`src/rtl/conv_window_ctrl_pkg.sv`:
```
//==============================================================================
// Module      : cnn_pkg
// Description : Shared defaults, FSM state encoding and output-map sizing for
//               the conv/pool window sequencer.
// Revision    : 1.0 - initial release
//==============================================================================
`default_nettype none

package cnn_pkg;

    localparam int c_DEF_M     = 28;
    localparam int c_DEF_K     = 3;
    localparam int c_DEF_P     = 2;
    localparam int c_COORD_W   = 8;

    typedef enum logic [1:0] {
        IDLE = 2'd0,
        RUN  = 2'd1,
        DONE = 2'd2
    } state_t;

    // Side of the output map produced by one layer.
    function automatic int out_dim(input int pool, input int m, input int k, input int p);
        return (pool != 0) ? (m / p) : (m - k + 1);
    endfunction

endpackage

`default_nettype wire

```
`src/rtl/conv_window_ctrl_if.sv`:
```
//==============================================================================
// Module      : conv_window_ctrl_if
// Description : Pixel-stream / window handshake bundle of conv_window_ctrl.
//               CONV_WIN_CTRL_ERR_EN adds the err_sticky status line.
// Revision    : 1.0 - initial release
//==============================================================================
`default_nettype none

interface conv_window_ctrl_if;
    import cnn_pkg::*;

    logic                 start;
    logic                 pix_valid;
    logic                 pix_ready;
    logic                 out_ready;
    logic                 shift_en;
    logic                 win_valid;
    logic [c_COORD_W-1:0] win_row;
    logic [c_COORD_W-1:0] win_col;
    logic                 frame_done;
    logic                 busy;
`ifdef CONV_WIN_CTRL_ERR_EN
    logic                 err_sticky;
`endif

    modport master (
        output start, pix_valid, out_ready,
        input  pix_ready, shift_en, win_valid, win_row, win_col, frame_done, busy
`ifdef CONV_WIN_CTRL_ERR_EN
        , input err_sticky
`endif
    );

    modport slave (
        input  start, pix_valid, out_ready,
        output pix_ready, shift_en, win_valid, win_row, win_col, frame_done, busy
`ifdef CONV_WIN_CTRL_ERR_EN
        , output err_sticky
`endif
    );

endinterface

`default_nettype wire

```
`src/rtl/conv_window_ctrl_wrap_cnt.sv`:
```
//==============================================================================
// Module      : wrap_cnt
// Description : Modulo-N up counter with enable, synchronous clear and a
//               wrap pulse that fires on the enabled N-1 -> 0 step.
// Revision    : 1.0 - initial release
//==============================================================================
`default_nettype none

module wrap_cnt #(
    parameter int N = 2,
    parameter int W = 8
) (
    input  wire          clk,
    input  wire          reset,
    input  wire          i_clear,
    input  wire          i_en,
    output logic [W-1:0] o_count,
    output logic         o_wrap
);

    logic [W-1:0] r_count;
    logic         w_at_max;

    assign w_at_max = (r_count == W'(N - 1));
    assign o_wrap   = i_en & w_at_max;
    assign o_count  = r_count;

    // Clear has priority so a frame restart or line wrap wins over a step.
    always_ff @(posedge clk) begin
        if (reset || i_clear) begin
            r_count <= '0;
        end else if (i_en) begin
            r_count <= w_at_max ? '0 : r_count + 1'b1;
        end
    end

endmodule

`default_nettype wire

```
`src/rtl/conv_window_ctrl.sv`:
```
//==============================================================================
// Module      : conv_window_ctrl
// Description : Raster-stream sequencer for a conv (KxK, stride 1) or pool
//               (PxP, stride P) line-buffer datapath; flags complete windows.
//               CONV_WIN_CTRL_ERR_EN adds a sticky protocol-error flag.
// Revision    : 1.0 - initial release
//==============================================================================
`default_nettype none

module conv_window_ctrl
    import cnn_pkg::*;
#(
    parameter int POOL = 0,
    parameter int M    = c_DEF_M,
    parameter int K    = c_DEF_K,
    parameter int P    = c_DEF_P
) (
    input  wire               clk,
    input  wire               reset,
    conv_window_ctrl_if.slave bus
);

    localparam int c_OUT = out_dim(POOL, M, K, P);

    state_t               r_state;
    state_t               w_state_nxt;
    logic                 w_run;
    logic                 w_busy;
    logic                 w_frame_done;
    logic                 w_frame_start;
    logic                 w_pending;
    logic                 w_pix_ready;
    logic                 w_shift;
    logic                 w_win_fire;
    logic                 w_col_wrap;
    logic                 w_last_pix;
    logic                 w_wcol_wrap;
    logic                 w_unused_wrow_wrap;
    logic [c_COORD_W-1:0] w_row;
    logic [c_COORD_W-1:0] w_col;
    logic [c_COORD_W-1:0] w_wrow;
    logic [c_COORD_W-1:0] w_wcol;
    logic                 r_win_valid;
    logic [c_COORD_W-1:0] r_win_row;
    logic [c_COORD_W-1:0] r_win_col;

    //--------------------------------------------------------------------------
    // Frame FSM
    //--------------------------------------------------------------------------
    always_ff @(posedge clk) begin
        if (reset) begin
            r_state <= IDLE;
        end else begin
            r_state <= w_state_nxt;
        end
    end

    always_comb begin
        w_state_nxt   = r_state;
        w_frame_start = 1'b0;
        w_busy        = 1'b1;
        w_frame_done  = 1'b0;
        case (r_state)
            IDLE: begin
                w_busy = 1'b0;
                if (bus.start) begin
                    w_frame_start = 1'b1;
                    w_state_nxt   = RUN;
                end
            end
            RUN: begin
                if (w_last_pix) begin
                    w_state_nxt = DONE;
                end
            end
            DONE: begin
                w_frame_done = 1'b1;
                w_state_nxt  = IDLE;
            end
            default: begin
                w_state_nxt = IDLE;
            end
        endcase
    end

    // Only a pixel that would complete a window needs downstream room.
    assign w_run       = (r_state == RUN);
    assign w_pix_ready = w_run & (bus.out_ready | ~w_pending);
    assign w_shift     = bus.pix_valid & w_pix_ready;
    assign w_win_fire  = w_shift & w_pending;

    //--------------------------------------------------------------------------
    // Input raster position
    //--------------------------------------------------------------------------
    wrap_cnt #(.N(M), .W(c_COORD_W)) u_col_cnt (
        .clk     (clk),
        .reset   (reset),
        .i_clear (w_frame_start),
        .i_en    (w_shift),
        .o_count (w_col),
        .o_wrap  (w_col_wrap)
    );

    wrap_cnt #(.N(M), .W(c_COORD_W)) u_row_cnt (
        .clk     (clk),
        .reset   (reset),
        .i_clear (w_frame_start),
        .i_en    (w_col_wrap),
        .o_count (w_row),
        .o_wrap  (w_last_pix)
    );

    //--------------------------------------------------------------------------
    // Window-completion detect
    //--------------------------------------------------------------------------
    generate
        if (POOL != 0) begin : g_pool
            logic [c_COORD_W-1:0] w_scol;
            logic [c_COORD_W-1:0] w_srow;
            logic                 w_unused_scol_wrap;
            logic                 w_unused_srow_wrap;

            // Phase counters restart on every line/frame wrap so a partial
            // trailing tile never reaches phase P-1 in both dimensions.
            wrap_cnt #(.N(P), .W(c_COORD_W)) u_scol_cnt (
                .clk     (clk),
                .reset   (reset),
                .i_clear (w_frame_start | w_col_wrap),
                .i_en    (w_shift),
                .o_count (w_scol),
                .o_wrap  (w_unused_scol_wrap)
            );

            wrap_cnt #(.N(P), .W(c_COORD_W)) u_srow_cnt (
                .clk     (clk),
                .reset   (reset),
                .i_clear (w_frame_start | w_last_pix),
                .i_en    (w_col_wrap),
                .o_count (w_srow),
                .o_wrap  (w_unused_srow_wrap)
            );

            assign w_pending = (w_scol == c_COORD_W'(P - 1)) &&
                               (w_srow == c_COORD_W'(P - 1));
        end else begin : g_conv
            assign w_pending = (w_row >= c_COORD_W'(K - 1)) &&
                               (w_col >= c_COORD_W'(K - 1));
        end
    endgenerate

    //--------------------------------------------------------------------------
    // Output-map coordinates of the next window to be flagged
    //--------------------------------------------------------------------------
    wrap_cnt #(.N(c_OUT), .W(c_COORD_W)) u_wcol_cnt (
        .clk     (clk),
        .reset   (reset),
        .i_clear (w_frame_start),
        .i_en    (w_win_fire),
        .o_count (w_wcol),
        .o_wrap  (w_wcol_wrap)
    );

    wrap_cnt #(.N(c_OUT), .W(c_COORD_W)) u_wrow_cnt (
        .clk     (clk),
        .reset   (reset),
        .i_clear (w_frame_start),
        .i_en    (w_wcol_wrap),
        .o_count (w_wrow),
        .o_wrap  (w_unused_wrow_wrap)
    );

    always_ff @(posedge clk) begin
        if (reset) begin
            r_win_valid <= 1'b0;
            r_win_row   <= '0;
            r_win_col   <= '0;
        end else begin
            r_win_valid <= w_win_fire;
            if (w_win_fire) begin
                r_win_row <= w_wrow;
                r_win_col <= w_wcol;
            end
        end
    end

`ifdef CONV_WIN_CTRL_ERR_EN
    logic r_err_sticky;

    always_ff @(posedge clk) begin
        if (reset) begin
            r_err_sticky <= 1'b0;
        end else if ((bus.start & w_busy) | (bus.pix_valid & ~w_busy)) begin
            r_err_sticky <= 1'b1;
        end
    end

    assign bus.err_sticky = r_err_sticky;
`endif

    assign bus.pix_ready  = w_pix_ready;
    assign bus.shift_en   = w_shift;
    assign bus.win_valid  = r_win_valid;
    assign bus.win_row    = r_win_row;
    assign bus.win_col    = r_win_col;
    assign bus.frame_done = w_frame_done;
    assign bus.busy       = w_busy;

endmodule

`default_nettype wire

```
`src/flat_wrapper.sv`:
```
// flat-port wrapper written by rule: the top's interface ports become plain ports
module conv_window_ctrl_flat import cnn_pkg::*;
#(
    parameter int POOL = 0,
    parameter int M    = c_DEF_M,
    parameter int K    = c_DEF_K,
    parameter int P    = c_DEF_P
)
  (clk, reset, bus_start, bus_pix_valid, bus_out_ready, bus_pix_ready, bus_shift_en, bus_win_valid, bus_win_row, bus_win_col, bus_frame_done, bus_busy);
  conv_window_ctrl_if bus_i ();
  input  wire clk;
  input  wire reset;
  input wire logic [$bits(bus_i.start)-1:0] bus_start;
  input wire logic [$bits(bus_i.pix_valid)-1:0] bus_pix_valid;
  input wire logic [$bits(bus_i.out_ready)-1:0] bus_out_ready;
  output wire logic [$bits(bus_i.pix_ready)-1:0] bus_pix_ready;
  output wire logic [$bits(bus_i.shift_en)-1:0] bus_shift_en;
  output wire logic [$bits(bus_i.win_valid)-1:0] bus_win_valid;
  output wire logic [$bits(bus_i.win_row)-1:0] bus_win_row;
  output wire logic [$bits(bus_i.win_col)-1:0] bus_win_col;
  output wire logic [$bits(bus_i.frame_done)-1:0] bus_frame_done;
  output wire logic [$bits(bus_i.busy)-1:0] bus_busy;
  assign bus_i.start = bus_start;
  assign bus_i.pix_valid = bus_pix_valid;
  assign bus_i.out_ready = bus_out_ready;
  assign bus_pix_ready = bus_i.pix_ready;
  assign bus_shift_en = bus_i.shift_en;
  assign bus_win_valid = bus_i.win_valid;
  assign bus_win_row = bus_i.win_row;
  assign bus_win_col = bus_i.win_col;
  assign bus_frame_done = bus_i.frame_done;
  assign bus_busy = bus_i.busy;
  conv_window_ctrl #(.POOL(POOL), .M(M), .K(K), .P(P)) u_core (.clk(clk), .reset(reset), .bus(bus_i));
endmodule
```
`config.mk`:
```
export PLATFORM = sky130hd
export DESIGN_NAME = conv_window_ctrl_flat
export DESIGN_NICKNAME = d
export VERILOG_FILES = /design/src/rtl/conv_window_ctrl_pkg.sv /design/src/rtl/conv_window_ctrl_if.sv /design/src/rtl/conv_window_ctrl_wrap_cnt.sv /design/src/rtl/conv_window_ctrl.sv /design/src/flat_wrapper.sv
export SDC_FILE = /design/constraint.sdc
export NUM_CORES = 1
export LEC_CHECK = 0
export ABC_AREA = 1
export BUFFER_PORTS_ARGS = -buffer_cell sky130_fd_sc_hd__buf_2
export CAP_MARGIN = 40
export CORE_ASPECT_RATIO = 0.6
export CORE_MARGIN = 4
export CORE_UTILIZATION = 30
export CTS_CLUSTER_DIAMETER = 60
export DETAILED_ROUTE_END_ITERATION = 12
export GPL_TIMING_DRIVEN = 0
export PLACE_DENSITY = 0.55
export SLEW_MARGIN = 15
export SYNTH_ARGS = -nofsm -noshare
export SYNTH_HDL_FRONTEND = slang
export SYNTH_HIERARCHICAL = 1
export SYNTH_SLANG_ARGS = --single-unit
```
`constraint.sdc`:
```
create_clock -name clk -period 2.6 [get_ports clk]
set_input_delay 0.13 -clock clk [delete_from_list [all_inputs] [get_ports clk]]
set_output_delay 0.13 -clock clk [all_outputs]
set_load 0.01 [all_outputs]
```
==> results_tabular.tex, run 1 <==
\begin{tabular}{lr}
\hline
Metric & Value \\
\hline
\multicolumn{2}{l}{\textbf{Status}} \\
\quad Status & finished clean \\
\multicolumn{2}{l}{\textbf{Global routing}} \\
\quad Antenna violations before repair & 0 \\
\quad Vias in the first global route & 1904 \\
\quad Maximum number of pins on one net before global-route repair & 15 \\
\quad Wire length of the first global-routing pass & 9050 µm \\
\quad Aggregate global-route resource usage & 11.3\% \\
\quad Congestion Overflow GR & 0 \\
\multicolumn{2}{l}{\textbf{Final layout}} \\
\quad Leading cell type in the layout, fill and taps excluded & sky130\_fd\_sc\_hd\_\_nor2\_1 \\
\quad Count of antenna diodes in the layout & 0 \\
\quad Synth-to-layout area growth & 17.8\% \\
\quad Number of nets in the final layout & 412 \\
\quad Final instance count without filler cells & 509 \\
\quad Highest-count cells in the layout ignoring fill and taps & 89 x sky130\_fd\_sc\_hd\_\_nor2\_1, 87 x sky130\_fd\_sc\_hd\_\_nand2\_1, 56 x sky130\_fd\_sc\_hd\_\_inv\_1 \\
\quad Final instance area & 0.00303 mm² \\
\quad Ratio of cells with drive above 1 in the final layout & 20.2\% \\
\multicolumn{2}{l}{\textbf{Synthesis}} \\
\quad Yosys synthesis warning count & 6 \\
\quad Netlist area before placement & 0.00257 mm² \\
\quad Number of nets produced by synthesis & 378 \\
\quad Average instance area after synthesis & 7.00 µm² \\
\quad Synthesized netlist cell count & 367 \\
\multicolumn{2}{l}{\textbf{Detailed routing}} \\
\quad DRC viols & 0 \\
\quad DRC violation total after the first TritonRoute iteration & 92 \\
\quad Average routed wire per standard cell & 10.3 µm \\
\quad Total Wirelength & 5230 µm \\
\quad Antenna Violating Nets Remaining & 0 \\
\quad Via Count & 2113 \\
\quad Pre-antenna DRT Iters & 5 \\
\quad Via density per instance & 4.15 \\
\multicolumn{2}{l}{\textbf{CTS}} \\
\quad Latest clock arrival within the worst-skew pair & 290 ps \\
\quad Total clock sinks & 51 \\
\quad H-tree levels & 2 \\
\quad Clk pin slew, worst setup/hold paths & 70 ps \\
\quad CTS tree & yes \\
\quad Clock Path Buffers & 2 \\
\quad Total clock buffers created by CTS & 5 \\
\quad Root Buffer Master & sky130\_fd\_sc\_hd\_\_clkbuf\_16 \\
\multicolumn{2}{l}{\textbf{Pwr}} \\
\quad Share of power burned in combinational logic & 4.1\% \\
\quad Worst vdd ir & 0.000263 V \\
\quad Switching portion of total power & 21.6\% \\
\quad Overall power consumption & 1.51 mW \\
\quad PD cells & 498 mW/mm² \\
\quad Internal & 1.18 mW \\
\quad Reported leakage power & 1.36 nW \\
\quad Reg power frac & 52.1\% \\
\quad Clock network fraction of design power & 43.8\% \\
\quad Switching power summed over all nets & 325 µW \\
\multicolumn{2}{l}{\textbf{Floorplan}} \\
\quad Number of rows in the core area & 25 \\
\quad Overall die height & 79.7 µm \\
\quad Width of the die & 127 µm \\
\quad Die area & 0.0102 mm² \\
\quad Starting utilization of the core area & 31.7\% \\
\quad I/O pin total & 26 \\
\quad Core area & 0.00810 mm² \\
\multicolumn{2}{l}{\textbf{Placed design}} \\
\quad Port bufs & 25 \\
\quad Cells after DPL & 500 \\
\quad Post-DP HPWL & 3970 µm \\
\quad Post-Place Cell Area & 0.00283 mm² \\
\quad Gp weighted congestion & 0.840 \\
\multicolumn{2}{l}{\textbf{STA}} \\
\quad Final Cycle Share & 91.0\% \\
\quad Number of slew-limit violations in the final report & 0 \\
\quad Accumulated negative setup slack & 0 ps \\
\quad Worst Skew & 5.81 ps \\
\quad Number of endpoints with negative hold slack in the final report & 0 \\
\quad Rel. slew slack & 79.4\% \\
\quad Period minus WS final & 2370 ps \\
\quad Final-report setup violation count & 0 \\
\quad Worst hold margin & 97.8 ps \\
\quad Fmax & 0.423 GHz \\
\quad Least-Margin Pin Slew & 308 ps \\
\multicolumn{2}{l}{\textbf{Flow run}} \\
\quad Max-cap check violation count & 0 \\
\multicolumn{2}{l}{\textbf{Critical path}} \\
\quad Critical path endpoint category & flop \\
\quad Category of the most critical setup path & reg -> reg \\
\quad Critical path data required time & 2820 ps \\
\quad Crit-path max FO & 10 \\
\quad Startpoint types & flop \\
\quad Arrival time worst endpoint & 2590 ps \\
\multicolumn{2}{l}{\textbf{Worst hold path}} \\
\quad Min-delay worst type & in -> reg \\
\hline
\end{tabular}
[area by class of cell]
class                           count  area [µm²]
Fill cell                         853        5070
Multi-Input combinational cell    252        1300
Sequential cell                    51        1030
Inverter                           60         229
Timing Repair Buffer               27         140
Clock buffer                        6         139
Tap cell                          108         135
Buffer                              4        47.5
Clock inverter                      1        5.00
[final timing paths]
| kind | start | slack [ps] | endpoint | depth (start not counted) |
|---|---|---|---|---|
| worst min-delay path | reset | 100 | u_core/r_state[0]$_SDFFE_PP0P_ | 2 |
| worst max-delay path | u_core/u_col_cnt/o_count[3]$_SDFFE_PP0P_ | 230 | u_core/u_wrow_cnt/o_count[7]$_SDFFE_PP0P_ | 17 |
| worst min register to register | u_core/u_wcol_cnt/o_count[7]$_SDFFE_PP0P_ | 490 | u_core/bus.win_col[7]$_SDFFE_PP0P_ | 2 |
| worst max register to register | u_core/u_col_cnt/o_count[3]$_SDFFE_PP0P_ | 230 | u_core/u_wrow_cnt/o_count[7]$_SDFFE_PP0P_ | 17 |
[per-layer routing]
layer  GRT usage, %  routed length [µm]
met5              0                   0
met4           4.50                  78
met3           3.74                 316
met2           14.1                1820
met1           17.2                3010
[registers in the layout, summed over array words and instances (netlist names)]
register	count
u_core/bus.win_valid	1
u_core/u_row_cnt/o_count	8
u_core/u_wcol_cnt/o_count	8
u_core/bus.win_row	8
u_core/r_state	2
u_core/bus.win_col	8
u_core/u_col_cnt/o_count	8
u_core/u_wrow_cnt/o_count	8
[power groups by stage]
| stage | clock [mW] | combinational [mW] | sequential (mW) |
|---|---|---|---|
| 2_1_floorplan | 0 | 0.0387 | 0.802 |
| 3_3_place_gp | 0 | 0.0573 | 0.803 |
| 3_5_place_dp | 0 | 0.0585 | 0.803 |
| 4_1_cts | 0.684 | 0.0590 | 0.785 |
| 5_1_grt | 0.724 | 0.0688 | 0.784 |
| 6_report | 0.659 | 0.0618 | 0.785 |
[worst max-delay path, cell delays in order (launching register included)]
cell and delay, ps:
sky130_fd_sc_hd__dfxtp_1 410, sky130_fd_sc_hd__nor2_1 60, sky130_fd_sc_hd__nand2_1 80, sky130_fd_sc_hd__nor2_2 50, sky130_fd_sc_hd__nor2_4 110, sky130_fd_sc_hd__nand4_4 180
sky130_fd_sc_hd__buf_6 210, sky130_fd_sc_hd__clkinvlp_4 130, sky130_fd_sc_hd__nand2_1 70, sky130_fd_sc_hd__nor2_1 150, sky130_fd_sc_hd__inv_1 100, sky130_fd_sc_hd__nor2_4 190
sky130_fd_sc_hd__nand2_2 80, sky130_fd_sc_hd__nor2_4 140, sky130_fd_sc_hd__nand3_1 100, sky130_fd_sc_hd__nand2_1 70, sky130_fd_sc_hd__nand2_1 50, sky130_fd_sc_hd__nor2_1 100
[per-stage QoR]
stage | setup slack, ps | utilization (%)
after CTS | 43.7 | 36.9
after global placement | -104 | 34.9
after floorplan | 228 | -
after detailed placement | -165 | 34.9
final | 234 | 37.4
after global routing | -6.63 | 37.4
[what timing repair did]
item | 4_1_cts | 5_1_grt
setup endpoints to repair | 18 | 18
gates resized for setup | 4 | 11
hold buffers | 0 | 0
setup buffers | 0 | 2
pin swaps | 0 | 1
(Power assumes the default switching activity.)
==> inputs of run 2 (changes only) <==
Settings changed: CORE_ASPECT_RATIO 0.6 to 0.7.
==> run 2 against run 1 <==
  * Non-clock buffer count fell by 2
  * Largest cell class unchanged
  * Global-route usage fell by 0.67 points
  * Maximum frequency barely moved
  * Sequential share of layout area fell by 0.069 points
  * Die area fell by 0.25%
  * Critical path depth did not move
==> results_tabular.tex, run 2 (synthesized netlist as in run 1, its figures left out) <==
\begin{tabular}{lr}
\hline
Metric & Value \\
\hline
\multicolumn{2}{l}{\textbf{Status}} \\
\quad Status & finished clean \\
\multicolumn{2}{l}{\textbf{CTS}} \\
\quad CTS tree & yes \\
\quad Total clock buffers created by CTS & 5 \\
\quad Latest clock arrival within the worst-skew pair & 300 ps \\
\quad H-tree levels & 2 \\
\quad Buffers inserted by post-CTS timing repair & 0 \\
\quad Total clock sinks & 51 \\
\quad Root Buffer Master & sky130\_fd\_sc\_hd\_\_clkbuf\_16 \\
\quad Clk pin slew, worst setup/hold paths & 70 ps \\
\quad Clock Path Buffers & 2 \\
\multicolumn{2}{l}{\textbf{Floorplan}} \\
\quad Width of the die & 119 µm \\
\quad Starting utilization of the core area & 31.7\% \\
\quad Number of rows in the core area & 27 \\
\quad Core area & 0.00811 mm² \\
\quad Overall die height & 85.4 µm \\
\quad Die area & 0.0101 mm² \\
\quad I/O pin total & 26 \\
\multicolumn{2}{l}{\textbf{Final layout}} \\
\quad Count of antenna diodes in the layout & 0 \\
\quad Ratio of cells with drive above 1 in the final layout & 19.5\% \\
\quad Synth-to-layout area growth & 17.9\% \\
\quad Final instance count without filler cells & 501 \\
\quad Number of nets in the final layout & 410 \\
\quad Leading cell type in the layout, fill and taps excluded & sky130\_fd\_sc\_hd\_\_nor2\_1 \\
\quad Final instance area & 0.00303 mm² \\
\quad Highest-count cells in the layout ignoring fill and taps & 90 x sky130\_fd\_sc\_hd\_\_nor2\_1, 87 x sky130\_fd\_sc\_hd\_\_nand2\_1, 56 x sky130\_fd\_sc\_hd\_\_inv\_1 \\
\quad Number of fill cells & 876 \\
\multicolumn{2}{l}{\textbf{STA}} \\
\quad Final-report setup violation count & 0 \\
\quad Least-Margin Pin Slew & 277 ps \\
\quad Rel. slew slack & 81.5\% \\
\quad Post-route worst setup slack & 236 ps \\
\quad Fmax & 0.423 GHz \\
\quad Accumulated negative setup slack & 0 ps \\
\quad Number of endpoints with negative hold slack in the final report & 0 \\
\quad Final Cycle Share & 90.9\% \\
\quad Number of slew-limit violations in the final report & 0 \\
\quad Worst Skew & 7.37 ps \\
\quad Period minus WS final & 2360 ps \\
\multicolumn{2}{l}{\textbf{Detailed routing}} \\
\quad Total Wirelength & 5030 µm \\
\quad Pre-antenna DRT Iters & 4 \\
\quad DRC viols & 0 \\
\quad DRC violation total after the first TritonRoute iteration & 68 \\
\quad Antenna Violating Nets Remaining & 0 \\
\quad Via density per instance & 4.15 \\
\quad Average routed wire per standard cell & 10.0 µm \\
\quad Via Count & 2078 \\
\multicolumn{2}{l}{\textbf{Flow run}} \\
\quad Max-cap check violation count & 0 \\
\multicolumn{2}{l}{\textbf{Global routing}} \\
\quad Met1 usage in global routing & 14.6\% \\
\quad Maximum number of pins on one net before global-route repair & 16 \\
\quad Most Used Layer, Global Route & met2 \\
\quad Global Route met2 Usage & 15.3\% \\
\quad Met3 track utilization from global routing & 3.13\% \\
\quad Antenna violations before repair & 0 \\
\quad Aggregate global-route resource usage & 10.6\% \\
\quad Congestion Overflow GR & 0 \\
\quad Vias in the first global route & 1923 \\
\quad Wire length of the first global-routing pass & 8690 µm \\
\multicolumn{2}{l}{\textbf{Placed design}} \\
\quad Post-DP HPWL & 3670 µm \\
\quad Gp weighted congestion & 0.821 \\
\quad Port bufs & 25 \\
\quad Cells after DPL & 493 \\
\quad Post-Place Setup Slack & -99.5 ps \\
\quad Post-Place Cell Area & 0.00282 mm² \\
\multicolumn{2}{l}{\textbf{Worst hold path}} \\
\quad Min-delay worst type & in -> reg \\
\multicolumn{2}{l}{\textbf{Pwr}} \\
\quad Reg power frac & 48.3\% \\
\quad Switching portion of total power & 21.1\% \\
\quad Clock network fraction of design power & 48.1\% \\
\quad Switching power summed over all nets & 342 µW \\
\quad Reported leakage power & 1.36 nW \\
\quad PD cells & 536 mW/mm² \\
\quad Share of power burned in combinational logic & 3.6\% \\
\quad Internal & 1.28 mW \\
\quad Worst vdd ir & 0.000188 V \\
\multicolumn{2}{l}{\textbf{Critical path}} \\
\quad Critical path data required time & 2840 ps \\
\quad Arrival time worst endpoint & 2610 ps \\
\quad Crit-path max FO & 10 \\
\quad Startpoint types & flop \\
\quad Category of the most critical setup path & reg -> reg \\
\quad Critical path endpoint category & flop \\
\hline
\end{tabular}
-- run 2: cell count changes in the layout (fill, tap and decap cells not counted) --
cell,change
sky130_fd_sc_hd__bufinv_16,+1
sky130_fd_sc_hd__nor2_1,+1
sky130_fd_sc_hd__dfxtp_2,-1
sky130_fd_sc_hd__buf_4,-2
sky130_fd_sc_hd__dfxtp_1,+1
sky130_fd_sc_hd__nor2_2,-1
-- run 2: stage by stage --
step | hold slack (ps) | util (%) | power (mW)
6_report | 94.3 | 37.4 | 1.62
5_1_grt | 135 | 37.4 | 1.69
4_1_cts | 80.2 | 37.0 | 1.65
3_5_place_dp | 400 | 34.8 | 0.860
3_3_place_gp | 389 | 34.8 | 0.860
2_1_floorplan | 199 | - | 0.841
-- run 2: path summary, 6_finish.rpt --
check | slack, ps | start | endpoint | cells after the start
worst max-delay path | 240 | u_core/u_row_cnt/o_count[2]$_SDFFE_PP0P_ | u_core/u_wrow_cnt/o_count[7]$_SDFFE_PP0P_ | 17
worst min-delay path | 90 | reset | u_core/r_state[0]$_SDFFE_PP0P_ | 2
worst max register to register | 240 | u_core/u_row_cnt/o_count[2]$_SDFFE_PP0P_ | u_core/u_wrow_cnt/o_count[7]$_SDFFE_PP0P_ | 17
worst min register to register | 500 | u_core/u_wcol_cnt/o_count[7]$_SDFFE_PP0P_ | u_core/bus.win_col[7]$_SDFFE_PP0P_ | 2
-- run 2: per-layer routing --
metal / part of all wire, % / up-vias / routed length (µm)
met5: 0 / - / 0
met4: 1.8 / 0 / 93
met3: 3.4 / 8 / 169
met2: 38 / 25 / 1930
met1: 56 / 896 / 2840
li1: - / 1149 / -
-- run 2: worst max-delay path, cell delays in order, from the launching register on --
cell,delay (ps)
sky130_fd_sc_hd__dfxtp_1,410
sky130_fd_sc_hd__nor2_1,60
sky130_fd_sc_hd__nand2_1,70
sky130_fd_sc_hd__nor2_2,50
sky130_fd_sc_hd__nor2_4,120
sky130_fd_sc_hd__nand4_4,160
sky130_fd_sc_hd__buf_6,200
sky130_fd_sc_hd__clkinvlp_4,120
sky130_fd_sc_hd__nand2_1,70
sky130_fd_sc_hd__nor2_1,170
sky130_fd_sc_hd__inv_1,110
sky130_fd_sc_hd__nor2_4,200
sky130_fd_sc_hd__nand2_2,90
sky130_fd_sc_hd__nor2_4,150
sky130_fd_sc_hd__nand3_1,120
sky130_fd_sc_hd__nand2_1,80
sky130_fd_sc_hd__nand2_1,50
sky130_fd_sc_hd__nor2_1,70
-- run 2: layout make-up --
type	instances	area, µm²	share of cell area, %
multi-input combinational	252	1300	42.9
sequential	51	1030	34.0
clock inverter	2	35.0	1.16
timing repair buffer	25	125	4.13
buffer	4	47.5	1.57
tap	101	126	4.17
clock buffer	6	139	4.58
inverter	60	229	7.56
-- run 2: power by group through the flow --
stage / sequential [mW] / combinational [mW] / clock, mW
after global placement: 0.803 / 0.0571 / 0
after global routing: 0.784 / 0.0662 / 0.837
after detailed placement: 0.803 / 0.0577 / 0
final: 0.785 / 0.0583 / 0.781
after CTS: 0.785 / 0.0583 / 0.807
after floorplan: 0.802 / 0.0387 / 0
-- run 2: timing repair --
item	CTS	global route
gates resized for setup	2	11
hold buffers	0	0
setup endpoints to repair	18	18
